### config.mk
export PLATFORM = sky130hd
export DESIGN_NAME = array_compare_engine_flat
export DESIGN_NICKNAME = d
export VERILOG_FILES = /design/src/rtl/array_cmp_pkg.sv /design/src/rtl/array_compare_engine_if.sv /design/src/rtl/array_bank.sv /design/src/rtl/array_compare_engine.sv /design/src/flat_wrapper.sv
export SDC_FILE = /design/constraint.sdc
export NUM_CORES = 1
export LEC_CHECK = 0
export BUFFER_PORTS_ARGS = -buffer_cell sky130_fd_sc_hd__buf_2
export CORE_AREA = 2 2 55 57
export DETAILED_ROUTE_END_ITERATION = 8
export DIE_AREA = 0 0 57 59
export PLACE_DENSITY_LB_ADDON = 0.3
export SYNTH_ARGS = -nofsm -noshare
export SYNTH_HDL_FRONTEND = slang
export SYNTH_SLANG_ARGS = --single-unit
### constraint.sdc
create_clock -name clk -period 3.1 [get_ports clk]
set_input_delay 0.155 -clock clk [delete_from_list [all_inputs] [get_ports clk]]
set_output_delay 0.155 -clock clk [all_outputs]
set_load 0.02 [all_outputs]
### src/rtl/array_cmp_pkg.sv
// Shared types and width helpers for the array compare engine.
package array_cmp_pkg;

  typedef enum logic [1:0] {
    StIdle,
    StCompare,
    StDone
  } state_e;

  function automatic int unsigned idx_w(input int unsigned depth);
    return (depth < 2) ? 1 : $clog2(depth);
  endfunction

  function automatic int unsigned cnt_w(input int unsigned depth);
    return $clog2(depth + 1);
  endfunction

endpackage

### src/rtl/array_compare_engine_if.sv
// Write port, compare control and result bus of the array compare engine.
interface array_compare_engine_if #(
  parameter int unsigned DEPTH = 4,
  parameter int unsigned WIDTH = 2
);
  localparam int unsigned IdxW = array_cmp_pkg::idx_w(DEPTH);
  localparam int unsigned CntW = array_cmp_pkg::cnt_w(DEPTH);

  logic            wr_en;
  logic            wr_sel;
  logic [IdxW-1:0] wr_addr;
  logic [WIDTH-1:0] wr_data;
  logic            start;
  logic            busy;
  logic            done;
  logic            match;
  logic [IdxW-1:0] mismatch_idx;
  logic [CntW-1:0] mismatch_cnt;

  modport master (
    output wr_en, wr_sel, wr_addr, wr_data, start,
    input  busy, done, match, mismatch_idx, mismatch_cnt
  );

  modport slave (
    input  wr_en, wr_sel, wr_addr, wr_data, start,
    output busy, done, match, mismatch_idx, mismatch_cnt
  );

endinterface

### src/rtl/array_bank.sv
// Storage bank: synchronous clear, range-checked write port, combinational read port.
module array_bank
  import array_cmp_pkg::*;
#(
  parameter int unsigned DEPTH = 4,
  parameter int unsigned WIDTH = 2,
  localparam int unsigned IdxW = idx_w(DEPTH)
) (
  input  logic             clk_i,
  input  logic             rst_i,
  input  logic             wr_en_i,
  input  logic [IdxW-1:0]  wr_addr_i,
  input  logic [WIDTH-1:0] wr_data_i,
  input  logic [IdxW-1:0]  rd_addr_i,
  output logic [WIDTH-1:0] rd_data_o
);

  logic [WIDTH-1:0] mem_q [DEPTH];

  always_ff @(posedge clk_i) begin
    if (rst_i) begin
      for (int i = 0; i < int'(DEPTH); i++) begin
        mem_q[i] <= '0;
      end
    end else if (wr_en_i && (32'(wr_addr_i) < DEPTH)) begin
      mem_q[wr_addr_i] <= wr_data_i;
    end
  end

  // Out-of-range addresses only exist for non-power-of-two depths.
  assign rd_data_o = (32'(rd_addr_i) < DEPTH) ? mem_q[rd_addr_i] : '0;

endmodule

### src/rtl/array_compare_engine.sv
// Two-bank compare engine: walks both banks one index per cycle and latches match,
// first mismatch index and mismatch count when the walk completes.
module array_compare_engine
  import array_cmp_pkg::*;
#(
  parameter int unsigned DEPTH = 4,
  parameter int unsigned WIDTH = 2
) (
  input  logic                   clk,
  input  logic                   rst,
  array_compare_engine_if.slave  bus
);

  localparam int unsigned IdxW = idx_w(DEPTH);
  localparam int unsigned CntW = cnt_w(DEPTH);
  localparam logic [IdxW-1:0] LastIdx = IdxW'(DEPTH - 1);

  state_e           state_q, state_d;
  logic [IdxW-1:0]  idx_q, idx_d;
  logic [IdxW-1:0]  first_q, first_d;
  logic             found_q, found_d;
  logic [CntW-1:0]  cnt_q, cnt_d;
  logic             match_q, match_d;
  logic [IdxW-1:0]  midx_q, midx_d;
  logic [CntW-1:0]  mcnt_q, mcnt_d;

  logic [WIDTH-1:0] rd_a, rd_b;
  logic             wr_a, wr_b, neq;

  // Writes are only accepted while idle so a running compare sees stable banks.
  assign wr_a = bus.wr_en && (state_q == StIdle) && !bus.wr_sel;
  assign wr_b = bus.wr_en && (state_q == StIdle) && bus.wr_sel;

  array_bank #(
    .DEPTH (DEPTH),
    .WIDTH (WIDTH)
  ) u_bank_a (
    .clk_i     (clk),
    .rst_i     (rst),
    .wr_en_i   (wr_a),
    .wr_addr_i (bus.wr_addr),
    .wr_data_i (bus.wr_data),
    .rd_addr_i (idx_q),
    .rd_data_o (rd_a)
  );

  array_bank #(
    .DEPTH (DEPTH),
    .WIDTH (WIDTH)
  ) u_bank_b (
    .clk_i     (clk),
    .rst_i     (rst),
    .wr_en_i   (wr_b),
    .wr_addr_i (bus.wr_addr),
    .wr_data_i (bus.wr_data),
    .rd_addr_i (idx_q),
    .rd_data_o (rd_b)
  );

  assign neq = (rd_a != rd_b);

  always_comb begin
    state_d = state_q;
    idx_d   = idx_q;
    first_d = first_q;
    found_d = found_q;
    cnt_d   = cnt_q;
    match_d = match_q;
    midx_d  = midx_q;
    mcnt_d  = mcnt_q;

    case (state_q)
      StIdle: begin
        if (bus.start) begin
          state_d = StCompare;
          idx_d   = '0;
          first_d = '0;
          found_d = 1'b0;
          cnt_d   = '0;
        end
      end
      StCompare: begin
        if (neq) begin
          cnt_d = cnt_q + CntW'(1);
          if (!found_q) begin
            found_d = 1'b1;
            first_d = idx_q;
          end
        end
        if (idx_q == LastIdx) begin
          // Results are latched on entry to DONE so they are valid with the done pulse.
          state_d = StDone;
          match_d = (cnt_d == '0);
          midx_d  = first_d;
          mcnt_d  = cnt_d;
        end else begin
          idx_d = idx_q + IdxW'(1);
        end
      end
      StDone: begin
        state_d = StIdle;
      end
      default: begin
        state_d = StIdle;
      end
    endcase
  end

  always_ff @(posedge clk) begin
    if (rst) begin
      state_q <= StIdle;
      idx_q   <= '0;
      first_q <= '0;
      found_q <= 1'b0;
      cnt_q   <= '0;
      match_q <= 1'b1;
      midx_q  <= '0;
      mcnt_q  <= '0;
    end else begin
      state_q <= state_d;
      idx_q   <= idx_d;
      first_q <= first_d;
      found_q <= found_d;
      cnt_q   <= cnt_d;
      match_q <= match_d;
      midx_q  <= midx_d;
      mcnt_q  <= mcnt_d;
    end
  end

  assign bus.busy         = (state_q == StCompare);
  assign bus.done         = (state_q == StDone);
  assign bus.match        = match_q;
  assign bus.mismatch_idx = midx_q;
  assign bus.mismatch_cnt = mcnt_q;

endmodule

### src/flat_wrapper.sv
// flat-port wrapper written by rule: the top's interface ports become plain ports
module array_compare_engine_flat import array_cmp_pkg::*;
#(
  parameter int unsigned DEPTH = 4,
  parameter int unsigned WIDTH = 2
)
  (clk, rst, bus_wr_en, bus_wr_sel, bus_wr_addr, bus_wr_data, bus_start, bus_busy, bus_done, bus_match, bus_mismatch_idx, bus_mismatch_cnt);
  array_compare_engine_if #(.DEPTH(DEPTH), .WIDTH(WIDTH)) bus_i ();
  input  logic clk;
  input  logic rst;
  input wire logic [$bits(bus_i.wr_en)-1:0] bus_wr_en;
  input wire logic [$bits(bus_i.wr_sel)-1:0] bus_wr_sel;
  input wire logic [$bits(bus_i.wr_addr)-1:0] bus_wr_addr;
  input wire logic [$bits(bus_i.wr_data)-1:0] bus_wr_data;
  input wire logic [$bits(bus_i.start)-1:0] bus_start;
  output wire logic [$bits(bus_i.busy)-1:0] bus_busy;
  output wire logic [$bits(bus_i.done)-1:0] bus_done;
  output wire logic [$bits(bus_i.match)-1:0] bus_match;
  output wire logic [$bits(bus_i.mismatch_idx)-1:0] bus_mismatch_idx;
  output wire logic [$bits(bus_i.mismatch_cnt)-1:0] bus_mismatch_cnt;
  assign bus_i.wr_en = bus_wr_en;
  assign bus_i.wr_sel = bus_wr_sel;
  assign bus_i.wr_addr = bus_wr_addr;
  assign bus_i.wr_data = bus_wr_data;
  assign bus_i.start = bus_start;
  assign bus_busy = bus_i.busy;
  assign bus_done = bus_i.done;
  assign bus_match = bus_i.match;
  assign bus_mismatch_idx = bus_i.mismatch_idx;
  assign bus_mismatch_cnt = bus_i.mismatch_cnt;
  array_compare_engine #(.DEPTH(DEPTH), .WIDTH(WIDTH)) u_core (.clk(clk), .rst(rst), .bus(bus_i));
endmodule
## Word level (Yosys, flattened, before mapping)

Memories as Yosys holds them, arrays and structs flattened. A register that Yosys moved wholly into a read port is not among the register bits.
Index checks and enable logic that the tools add are counted.

- Register bits: 16
- RAM bits: 16
- Input bits: 9
- Output and inout bits: 8
- Word-level logic and storage cells: 68
- Memories: 2

Memories:

| name | words | width | read ports | clocked after memory_dff | wr ports | line | RTL |
|---|---|---|---|---|---|---|---|
| u_core.u_bank_a.mem_q | 4 | 2 | 1 | 1 | 4 | array_bank.sv:18 | `logic [WIDTH-1:0] mem_q [DEPTH];` |
| u_core.u_bank_b.mem_q | 4 | 2 | 1 | 1 | 4 | array_bank.sv:18 |  |

- Add/subtract/negate cells: 2
- Equal/unequal tests: 8
- Muxes and demuxes: 34
- Reduce and logical (&&, ||, !) cells: 14

Operator list:

| kind | count |
|---|---|
| two-way mux 2 bit | 14 |
| two-way mux 1 bit | 12 |
| case mux 2 bit (2 select lines) | 3 |
| two-way mux 3 bit | 3 |
| case mux 3 bit (2 select lines) | 1 |
| AND reduction 2 bit | 3 |
| AND reduction 3 bit | 2 |
| == test 2 bit (second input constant) | 2 |
| != test 2 x 1 -> 1 bit (second input constant) | 2 |
| != test 2 bit (second input constant) | 2 |
| OR reduction 2 bit | 2 |
| adder 3 x 1 -> 3 bit (second input constant) | 1 |
| logical AND 1 bit | 3 |
| zero test 3 bit | 1 |
| adder 2 x 1 -> 2 bit (second input constant) | 1 |
| == test 2 x 1 -> 1 bit (second input constant) | 1 |
| zero test 2 bit | 1 |
| != test 2 bit | 1 |
| case mux 1 bit (2 select lines) | 1 |
| nonzero test 2 bit | 1 |
| zero test 1 bit | 1 |

## Depth between registers and ports, before layout

- Word-level depth: 8
- Gate-level depth with buffers: 7
- Depth with buffers taken out: 6

## By module

A second synthesis with hierarchy kept.

- Cell total of the unflattened synthesis: 146
- Area total of the unflattened synthesis: 1586.5 um2

By module, submodules not included:

| module | instances | cells each | area an instance (um2) | seq. area each (um2) |
|---|---|---|---|---|
| array_compare_engine | 1 | 90 | 803.3 | 320.3 |
| array_bank | 2 | 28 | 391.6 | 240.2 |

## Worst setup path before layout

OpenSTA, ideal clock, no wires.

- Kind: register to register
- From: memory u_core.u_bank_a.mem_q[2][0]
- To: register u_core.match_q (netlist: u_core.bus.match)
- Setup time: 0.122 ns
- Arrival: 1.711 ns
- Required time: 2.978 ns
- Path slack: 1.267 ns
- Stages on the path, launching flop included: 7
- Path buffers: 0
- Path through: edfxtp_1 xor2_1 nor4b_1 nor4_4 xnor2_1 nor3b_1 a221o_1

RTL lines:

| item | line | RTL |
|---|---|---|
| from (decl) | array_bank.sv:18 |  |
| to (signal assigned) | array_compare_engine.sv:125 | `match_q <= match_d;` |
| to (decl) | array_compare_engine.sv:23 | `logic match_q, match_d;` |

==> results.cfg <==
[cells_and_area]
fin_nets = 183
syn2layout_area_growth_pct = 9.82
antenna_cells_inserted = 0
drive_above_1_share = 0.179

[critical_path]
worst_path_arrival_ns = 2.30
critPathCaptureType = flop
critPathKind = reg2reg
worstPathMaxFanout = 8
worstSetupStartpointType = flop
cp.required_ns = 3.36

[floorplanning]
fp.dieArea_um2 = 3360
fp.coreArea_um2 = 2710
start_util = 0.592
pin_count = 17
core.rowCount = 19
y_dimension_of_the_die_um = 59
die-width_um = 57

[yosys]
synth_xor_area_frac = 0.0546
yosysWarnings = 0
top_flip_flop_cell_by_instance_count_after_synthesis = dfxtp_1
synth_top_area_share = 0.299
combinational_family_with_the_most_area_after_synthesis = simple AND/OR/NAND/NOR gates
synth_simple_gate_area_frac = 0.213
netlist_area_um2 = 1610
yosys.cell_types.count = 37
yosys.area_share.adder = 0.0156
synth_top_area_cell = edfxtp_1
post_synth_mux_area_share = 0.0359
synth_compound_area_frac = 0.124
synth.yosys.seq_area_share = 0.524
synth.most_common_cell = nor2_1
number_of_nets_in_the_synthesized_netlist = 167
synth.area.top_cells = edfxtp_1 (30%), dfxtp_1 (22%), nor2_1 (5.1%)
synth-seq-cells = 34
synthCells = 156
yosys-top-cells-count = nor2_1 (22), dfxtp_1 (18), edfxtp_1 (16)
synth_async_reset_ratio = 0
synth-edff-count = 16
synthesis.area_per_instance_um2 = 10.3

[worst_hold_path]
worstHoldPathType = in2reg

[clocking]
clk_transition_reported_paths_ns = 0.10
h-tree-depth = 2
insertion_delay_ns = 0.34
holdBufCountCts = 0
cts-root-to-sink-buffers = 2
tritoncts = yes
tritoncts_num_sinks = 34
cts_repair_resize_count = 0
cts-root-buf = clkbuf_4
tritoncts.num_buffers = 5
cts_setup_buffers = 0

[outcome]
run_status = finished, final reports clean

[timing]
final-setup-viol-count = 0
achievable-frequency_ghz = 0.489
worst-slew-pin-transition_ns = 0.591
drv_slew = 0
grt_setup_unrepaired = false
slew_headroom = 0.600
setup_tns_ns = 0
timing_hold_violations_final = 0
finalCritPeriodShare = 0.660
finalClockSkew_ns = 0.00515
worst_case_setup_margin_in_the_final_layout_ns = 1.05
finalWorstPathRequiredPeriod_ns = 2.05

[detailed_routing]
detail_route.wirelength_um = 3250
mean_routed_wirelength_per_cell_um = 15.9
antenna_violating_nets_post_route = 0
drt_iter0_markers = 39
vias = 1202
first_pass_iters = 4
vias_per_cell = 5.89
remaining_drc_errors = 0

[global_routing]
antenna_found_initial = 0
vias_in_the_first_global_route = 1191
overflow = 0
grt_first_pass_wirelength_um = 5440
grtUsageTotal = 0.215
grt_start_max_net_pins = 30

[placed_design]
place_congestion = 0.764
placement.setup.worst_slack_ns = 1.07
port_buffers = 16
detailedPlacementHpwl_um = 2290

[flow_run]
cap_violations = 0

[power]
totalPowerFinal_uw = 857
p_per_area_nw_per_um2 = 486
p_leak_nw = 0.737
irDropWorstVdd_mv = 0.345
[layer usage]
layer | track usage | wire length (um) | vias up
met2 | 0.348 | 1610 | 31
met3 | 0.0590 | 155 | 7
met5 | 0 | 0 | -
met1 | 0.281 | 1450 | 581
li1 | - | - | 583
met4 | 0.0731 | 38 | 0
[state kept, by name, summed over array words and instances, names as in the netlist, named ones only]
register / cells
u_core.bus.match: 1
u_core.bus.mismatch_cnt: 3
u_core.bus.mismatch_idx: 2
u_core.cnt_q: 3
u_core.first_q: 2
u_core.found_q: 1
u_core.idx_q: 2
u_core.state_q: 2
u_core.u_bank_a.mem_q: 8
u_core.u_bank_b.mem_q: 8
[report_power, final]
group	leakage, nW	internal (mW)	total [mW]	switching, mW
logic	0.392	0.0403	0.0951	0.0548
clock network	0.0326	0.112	0.262	0.150
registers	0.312	0.486	0.500	0.0135
total	0.737	0.638	0.857	0.219
[metrics by stage]
stage	utilization	instances	cell area [um2]	hold slack, ns
floorplan	-	156	1610	0.353
global placement	0.629	196	1700	0.465
detailed placement	0.629	196	1700	0.482
CTS	0.651	204	1760	0.157
global route	0.651	204	1760	0.189
finish	0.651	204	1760	0.168
[kinds of logic after synthesis]
kind of cell,count (synthesis)
adders and majority gates,2
xor gates and xnor gates,10
buffers and inverters,14
muxes,5
AOI/OAI and AO/OA,29
DFF,34
and+or+nand+nor,62
[final timing paths]
check	from	to	slack, ns	cells past startpoint
hold / removal	bus_wr_data[0]	u_core.u_bank_b.mem_q[3][0]$_DFFE_PP_	0.17	2
setup reg to reg	u_core.u_bank_b.mem_q[2][0]$_SDFFCE_PN0P_	u_core.bus.mismatch_idx[1]$_SDFFE_PP0P_	1.05	6
setup / recovery	u_core.u_bank_b.mem_q[2][0]$_SDFFCE_PN0P_	u_core.bus.mismatch_idx[1]$_SDFFE_PP0P_	1.05	6
hold reg to reg	u_core.first_q[1]$_SDFFE_PP0P_	u_core.first_q[1]$_SDFFE_PP0P_	0.50	2
[final cells by class]
class                      count  area (um2)
timing repair buffer          18        95.1
inverter                       5        18.8
sequential                    34         841
fill                         226         947
clock buffer                   8        58.8
multi-input combinational    108         711
tap                           31        38.8
[placed cells by master (no fill, tap or decap), drive strengths merged]
master / netlist / routed
a211oi: 4 / 4
a21o: 6 / 6
a21oi: 5 / 5
a221o: 1 / 1
a22o: 1 / 1
a22oi: 3 / 3
a31o: 2 / 2
and2: 4 / 4
and3: 2 / 2
buf: 1 / 18
clkbuf: 8 / 8
dfxtp: 18 / 18
edfxtp: 16 / 16
ha: 2 / 2
inv: 5 / 5
mux2: 3 / 3
mux2i: 2 / 2
nand2: 6 / 6
nand2b: 5 / 5
nand3: 2 / 2
nand3b: 2 / 2
nor2: 22 / 22
nor2b: 6 / 6
nor3: 5 / 5
nor3b: 1 / 1
nor4: 2 / 2
nor4b: 3 / 3
nor4bb: 1 / 1
o21ai: 5 / 5
o21bai: 1 / 1
o31ai: 1 / 1
or3b: 1 / 1
xnor2: 1 / 1
xor2: 9 / 9
[worst max-delay path, stage by stage, from the launching register on]
cell	delay, ns
edfxtp_1	0.41
xor2_1	0.16
nor4b_1	0.55
nor4_4	0.17
and2_0	0.28
mux2i_1	0.15
a211oi_1	0.24
(Power assumes the default switching activity.)
